`src/rtl/hazard_ctrl_pkg.sv`:
```
// rtl/hazard_ctrl_pkg.sv - shared types and defaults for the pipeline hazard controller
// Purpose: state enum and default widths used by hazard_ctrl and its bench.
// Ports: none (package).
package hazard_ctrl_pkg;

  localparam int REG_AW_DEF = 5;
  localparam int CNT_W_DEF  = 32;

  typedef enum logic [1:0] {
    RUN        = 2'd0,
    LU_STALL   = 2'd1,
    MEM_WAIT   = 2'd2,
    REDIR_PEND = 2'd3
  } state_e;

endpackage

```
`src/rtl/sat_counter.sv`:
```
// rtl/sat_counter.sv - saturating event counter
// Purpose: counts cycles with inc=1 and holds at all-ones.
// Ports: clk, rstn (sync, active-high clear), inc (count enable),
//        cnt (current count, CNT_W bits).
module sat_counter #(
  parameter int CNT_W = 32
) (
  input  logic             clk,
  input  logic             rstn,
  input  logic             inc,
  output logic [CNT_W-1:0] cnt
);

  localparam logic [CNT_W-1:0] CNT_MAX = {CNT_W{1'b1}};
  localparam logic [CNT_W-1:0] CNT_ONE = {{(CNT_W-1){1'b0}}, 1'b1};

  logic [CNT_W-1:0] cnt_q;
  logic [CNT_W-1:0] cnt_d;

  always_comb begin
    cnt_d = cnt_q;
    if (inc && (cnt_q != CNT_MAX)) begin
      cnt_d = cnt_q + CNT_ONE;
    end
  end

  always_ff @(posedge clk) begin
    if (rstn) begin
      cnt_q <= '0;
    end else begin
      cnt_q <= cnt_d;
    end
  end

  assign cnt = cnt_q;

endmodule

```
`src/rtl/hazard_ctrl.sv`:
```
// rtl/hazard_ctrl.sv - pipeline stall/flush/redirect controller
// Purpose: resolves memory freeze, branch redirect and load-use hazards into
//          per-stage write enables and flushes; counts stall and redirect cycles.
// Ports: clk, rstn (sync, active-high reset);
//        id_rs1/id_rs2/id_use_rs1/id_use_rs2 (ID-stage sources),
//        ex_memread/ex_rd (EX-stage load), ex_redirect (EX branch/jump taken),
//        dmem_busy (freeze request);
//        pc_write/ifid_write/idex_write/exmem_write (stage enables),
//        ifid_flush/idex_flush (bubbles), redirect_take (PC mux select),
//        stall_cnt/flush_cnt (saturating counters).
module hazard_ctrl
  import hazard_ctrl_pkg::*;
#(
  parameter int REG_AW = REG_AW_DEF,
  parameter int CNT_W  = CNT_W_DEF
) (
  input  logic              clk,
  input  logic              rstn,
  input  logic [REG_AW-1:0] id_rs1,
  input  logic [REG_AW-1:0] id_rs2,
  input  logic              id_use_rs1,
  input  logic              id_use_rs2,
  input  logic              ex_memread,
  input  logic [REG_AW-1:0] ex_rd,
  input  logic              ex_redirect,
  input  logic              dmem_busy,
  output logic              pc_write,
  output logic              ifid_write,
  output logic              idex_write,
  output logic              exmem_write,
  output logic              ifid_flush,
  output logic              idex_flush,
  output logic              redirect_take,
  output logic [CNT_W-1:0]  stall_cnt,
  output logic [CNT_W-1:0]  flush_cnt
);

  state_e state_q;
  state_e state_d;
  logic   luh;
  logic   redir_now;

  assign luh = ex_memread && (ex_rd != '0) &&
               ((id_use_rs1 && (ex_rd == id_rs1)) ||
                (id_use_rs2 && (ex_rd == id_rs2)));

  // A redirect is served either from the live pulse or from the one held
  // across a memory freeze.
  assign redir_now = ex_redirect || (state_q == REDIR_PEND);

  always_comb begin
    state_d       = RUN;
    pc_write      = 1'b1;
    ifid_write    = 1'b1;
    idex_write    = 1'b1;
    exmem_write   = 1'b1;
    ifid_flush    = 1'b0;
    idex_flush    = 1'b0;
    redirect_take = 1'b0;

    if (rstn) begin
      state_d = RUN;
    end else if (dmem_busy) begin
      pc_write    = 1'b0;
      ifid_write  = 1'b0;
      idex_write  = 1'b0;
      exmem_write = 1'b0;
      state_d     = redir_now ? REDIR_PEND : MEM_WAIT;
    end else if (redir_now) begin
      // ifid_write stays 1 so a flush never meets a held stage register.
      redirect_take = 1'b1;
      ifid_flush    = 1'b1;
      idex_flush    = 1'b1;
    end else if (state_q == LU_STALL) begin
      // The stalled instruction sees the load result now; do not re-check luh
      // on inputs that have not advanced.
      state_d = RUN;
    end else if (luh) begin
      pc_write   = 1'b0;
      ifid_write = 1'b0;
      idex_flush = 1'b1;
      state_d    = LU_STALL;
    end
  end

  always_ff @(posedge clk) begin
    if (rstn) begin
      state_q <= RUN;
    end else begin
      state_q <= state_d;
    end
  end

  sat_counter #(.CNT_W(CNT_W)) u_stall_cnt (
    .clk  (clk),
    .rstn (rstn),
    .inc  (~pc_write),
    .cnt  (stall_cnt)
  );

  sat_counter #(.CNT_W(CNT_W)) u_flush_cnt (
    .clk  (clk),
    .rstn (rstn),
    .inc  (redirect_take),
    .cnt  (flush_cnt)
  );

endmodule

```
`config.mk`:
```
export PLATFORM = sky130hd
export DESIGN_NAME = hazard_ctrl
export DESIGN_NICKNAME = d
export VERILOG_FILES = /design/src/rtl/hazard_ctrl_pkg.sv /design/src/rtl/sat_counter.sv /design/src/rtl/hazard_ctrl.sv
export SDC_FILE = /design/constraint.sdc
export NUM_CORES = 1
export LEC_CHECK = 0
export CELL_PAD_IN_SITES_DETAIL_PLACEMENT = 0
export CELL_PAD_IN_SITES_GLOBAL_PLACEMENT = 1
export CORE_MARGIN = 5
export CORE_UTILIZATION = 36
export DETAILED_ROUTE_END_ITERATION = 8
export PLACE_DENSITY = 0.79
export SYNTH_ARGS = -nofsm -noshare
export SYNTH_HDL_FRONTEND = slang
export SYNTH_SLANG_ARGS = --single-unit
```
`constraint.sdc`:
```
create_clock -name clk -period 2.5 [get_ports clk]
set_clock_uncertainty 0.15 [all_clocks]
set_input_delay 0.375 -clock clk [delete_from_list [all_inputs] [get_ports clk]]
set_output_delay 0.375 -clock clk [all_outputs]
set_load 0.02 [all_outputs]
```
==> After elaboration in Yosys (flattened, before gate mapping) <==
Cells that the tools add are included.
{ "totals": {"ff_bits": 66, "out_inout_bits": 71, "in_bits": 22} }
{ "op_classes": {"n_addsub": 2, "bitwise": 1, "n_mux": 20, "n_reduce_logical": 9, "eq_ne": 6} }
{ "op_table": {"columns": ["operator", "n"], "rows": [
  ["$add 32x1->32 const B", 2],
  ["$ne 32x32->1 const B", 2],
  ["$mux 1", 19],
  ["$eq 5x5->1", 2],
  ["$logic_and 1x1->1", 6],
  ["$reduce_bool 5->1", 1],
  ["$eq 2x1->1 const B", 1],
  ["$eq 2x2->1 const B", 1],
  ["$logic_or 1x1->1", 2],
  ["$mux 2", 1],
  ["$not 1->1", 1]
]} }

==> Logic depth before layout (Yosys ltp) <==
{ "logic_depth": {"ltp_word": 11, "ltp_mapped": 9, "mapped_depth_nobuf": 7} }

==> Modules after synthesis <==
Synthesis repeated with hierarchy kept, for this count alone.
{ "unflattened": {"cells_unflattened": 434, "hier_area_um2": 3626.0} }
{ "modules_own_cells": {"columns": ["mod", "instances", "area_each_um2", "cells_per_inst"], "rows": [
  ["sat_counter", 2, 1674.1, 199],
  ["hazard_ctrl", 1, 277.8, 36]
]} }

==> Worst setup path after synthesis <==
OpenSTA, ideal clock, no wires.
{ "synth_timing": {"path_type": "register to register", "startpoint": "register u_stall_cnt.cnt_q[0] (netlist: u_stall_cnt.cnt[0])", "endpoint": "register u_stall_cnt.cnt_q[21] (netlist: u_stall_cnt.cnt[21])", "arrival_time_ns": 2.187, "period_less_slack_ns": 2.457, "path_buffers": 0, "path_stages_with_launch": 8, "path_slack_ns": 0.043, "setup_ns": 0.121, "cell_sequence": "dfxtp_1 ha_1 nand2_1 nor4_4 nand3_4 or3_4 nand3_1 mux2_2"} }
{ "synth_between": {"elab_chain_cells": 2} }
{ "synth_lines": {"columns": ["element", "line_no", "source"], "rows": [
  ["from (decl)", "sat_counter.sv:17", "logic [CNT_W-1:0] cnt_q;"],
  ["from (signal assigned)", "sat_counter.sv:31", "cnt_q <= cnt_d;"],
  ["branches (longest 2 deep; another with $add 32x1->32)", null, null]
]} }
Several ways; the timed one is not identified.
A chain may end at the register's enable or synchronous reset.

==> Final worst setup path <==
{ "layout_timing": {"startpoint": "input port ex_redirect", "endpoint": "output port ifid_flush"} }
{ "layout_between": {"elab_chain_cells": 4} }
{ "layout_lines": {"columns": ["element", "line_no", "source"], "rows": [
  ["from (decl)", "hazard_ctrl.sv:25", "input logic ex_redirect,"],
  ["$logic_or 1x1->1", "hazard_ctrl.sv:49", "assign redir_now = ex_redirect || (state_q == REDIR_PEND);"],
  ["$mux 1", "hazard_ctrl.sv:69", "end else if (redir_now) begin"],
  ["$mux 1", "hazard_ctrl.sv:63", "end else if (dmem_busy) begin"],
  ["$mux 1", "hazard_ctrl.sv:61", "if (rstn) begin"],
  ["to (decl)", "hazard_ctrl.sv:31", "output logic ifid_flush,"]
]} }
No other way between the ends.

==> impl_metrics.json <==
{
  "grt_use_met2_pct": 27.0,
  "via_per_inst": 5.19,
  "setup_viol": 0,
  "ys_seq_area_share_pct": 37.0,
  "use_met3_pct": 4.82,
  "overflow": 0,
  "ys_ff_latch": 66,
  "die_area_um2": 12000,
  "critPathCaptureType": "output port",
  "status": "finished clean",
  "chipHeight_um": 110,
  "fin_nets": 554,
  "numCtsBuffers": 9,
  "path_class": "in2out",
  "ir_drop_mv": 0.275,
  "reg2reg_slack_ns": 0.13,
  "synth_cells": 419,
  "cp-start-kind": "input pin",
  "drtAntennaViolNets": 0,
  "cts.sinks": 66,
  "place.port_buffers": 92,
  "layout_commonest_cell": "clkdlybuf4s50_1",
  "grt_max_degree": 66,
  "startpoint": "ex_redirect",
  "root_buffer": "clkbuf_8",
  "rows": 36,
  "io_pins": 93,
  "cts_hold_buf": 0,
  "wirelength_um": 9640,
  "ys.flop_type": "dfxtp_1",
  "layout.cells.non_filler": 667,
  "ys_types": 49,
  "path_delay_family": "buffers and inverters",
  "antennaDiodeCount": 0,
  "start_util_pct": 36.7,
  "rsz0062_at_grt": "no",
  "required_ns": 1.98,
  "post-route-period-util_pct": 97.4,
  "fin_crit_ns": 2.43,
  "dr.pass1.iters": 4,
  "yosysWarnings": 0,
  "synth_edf_count": 0,
  "drt-initial-drc-count": 119,
  "dp_cells": 649,
  "crit_slowest_cell": "clkdlybuf4s50_1",
  "grt_usage_pct": 16.4,
  "grt_pass1_wl_um": 15900,
  "cts_max_level": 3,
  "synth_area_um2": 3570,
  "fillers": 973,
  "slowest_delay_ns": 0.53,
  "r2r_cells": 7,
  "crit_end": "ifid_flush",
  "core_area_um2": 9730,
  "r2r_end": "u_stall_cnt.cnt[21]$_SDFFE_PP0P_",
  "clockBufferDepth": 2,
  "cp.buffers_inverters": 3,
  "cap_violations": 0,
  "critPathMaxFanout": 4,
  "cp_common_cell": "clkdlybuf4s50_1",
  "p_per_area_nw_per_um2": 423,
  "yosys.area.top_type_share_pct": 37.0,
  "gp_congestion": 0.793,
  "arrival_ns": 1.91,
  "drive_gt1_share_pct": 13.5,
  "holdWs_ns": 0.185,
  "grt_pass1_vias": 3302,
  "clk_latency_ns": 0.34,
  "vias": 3463,
  "grt_busiest_layer": "met2",
  "finalMaxSlewViolations": 0,
  "cp_cell_sequence": "clkdlybuf4s50_1 > a21oi_1 > nor3_1 > buf_4 > clkdlybuf4s50_1",
  "cts_tree": "yes",
  "place_hpwl_um": 6910,
  "max_freq_mhz": 411,
  "worst_pin_slew_ns": 0.683,
  "synth_area_leader_cell": "dfxtp_1",
  "clkTransAtPathRegs_ns": 0.07,
  "drcViolationCount": 0,
  "regToRegStartpoint": "u_stall_cnt.cnt[0]$_SDFFE_PP0P_",
  "hold_viol": 0,
  "routedWlPerCell_um": 14.5,
  "power.leakage_nw": 1.75,
  "layout_common_cells": "clkdlybuf4s50_1 (83), dfxtp_1 (66), nor2_1 (46)",
  "area_growth_pct": 39.1,
  "grtUsageMet1_pct": 20.8,
  "maxSlewHeadroom_pct": 54.5,
  "async_reset_ff_share_pct": 0,
  "syn-num-nets": 443,
  "avgSynthCellArea_um2": 8.51,
  "antenna_found_initial": 0,
  "fp.dieW_um": 110,
  "hold_class": "in2reg",
  "path_depth": 5,
  "yosys-top-cells-area": "dfxtp_1 (37%), xor2_1 (5.9%), nand3_1 (5.2%)"
}
-- registers in the layout (all words and copies together), names as in the netlist --
name and count:
u_stall_cnt.cnt 32, state_q 2, u_flush_cnt.cnt 32
-- through the flow --
step           utilization (%)  cell area (µm²)  setup TNS (ns)  power (mW)  setup WS [ns]
2_1_floorplan                -             3570               0        1.16         0.0426
3_3_place_gp              48.6             4730           -8.21        1.24         -0.382
3_5_place_dp              48.6             4730          -11.99        1.25         -0.449
4_1_cts                   50.4             4900               0        2.12        0.00597
5_1_grt                   51.0             4960               0        2.19        0.00317
6_report                  51.0             4960               0        2.10         0.0662
-- how the worst min path moves through the flow --
stage / startpoint / to / slack (ns) / depth (start not counted)
after floorplan: dmem_busy / state_q[0]$_SDFF_PP0_ / 0.36 / 2
after global placement: u_stall_cnt.cnt[15]$_SDFFE_PP0P_ / u_stall_cnt.cnt[15]$_SDFFE_PP0P_ / 0.32 / 2
after detailed placement: u_stall_cnt.cnt[29]$_SDFFE_PP0P_ / u_stall_cnt.cnt[29]$_SDFFE_PP0P_ / 0.33 / 2
after CTS: rstn / u_flush_cnt.cnt[2]$_SDFFE_PP0P_ / 0.16 / 2
after global routing: rstn / u_flush_cnt.cnt[2]$_SDFFE_PP0P_ / 0.17 / 2
final: rstn / u_flush_cnt.cnt[2]$_SDFFE_PP0P_ / 0.18 / 2
-- metal layers --
metal / vias to the layer above / wire [µm]
li1: 1756 / -
met1: 1609 / 4350
met2: 82 / 4620
met3: 16 / 533
met4: 0 / 146
met5: - / 0
-- cells in the mapped netlist (4+ instances only) --
library cell  instances
mux2_2                4
nor3_1                8
and3_1               12
a21oi_1              25
nor2b_1               5
or3_1                 5
and4_1                7
buf_6                 5
nor2_1               46
nand3_1              37
or4_1                20
nor4_1                6
inv_1                 9
dfxtp_1              66
and2_1                5
xnor2_1              16
clkbuf_1             13
xor2_1               24
nand4_1              22
nand2_1              24
o31ai_1              19
buf_4                 5
-- power breakdown --
part           switching, mW  total (mW)  internal, mW
Clock                  0.396       0.876         0.480
Combinational         0.0848       0.163        0.0779
Sequential           0.00362        1.06          1.06
-- what timing repair did --
item	4_1_cts	5_1_grt
endpoints found under the setup margin	21	26
gates resized for setup	17	10
pin swaps	0	3
setup buffers	0	3
-- cell type report --
type,instances,area (µm²),share of cell area (%)
multi-input combinational,318,2080,42.0
timing repair buffer,125,1170,23.5
clock buffer,12,145,2.93
inverter,10,40.0,0.807
clock inverter,3,40.0,0.807
sequential,66,1320,26.6
tap,133,166,3.35
-- cell families (layout without fill, tap and decap cells) --
family	after synthesis	after routing	synth area share, %
AND/OR/NAND/NOR	210	210	34.1
flip-flops	66	66	37.0
AO/OA/AOI/OAI	58	58	10.4
XOR/XNOR	40	40	9.82
buffers and inverters	35	150	5.54
multiplexers	8	8	2.46
adder cells (fa/ha/maj)	2	2	0.701
Power figures use the tool's default switching activity.
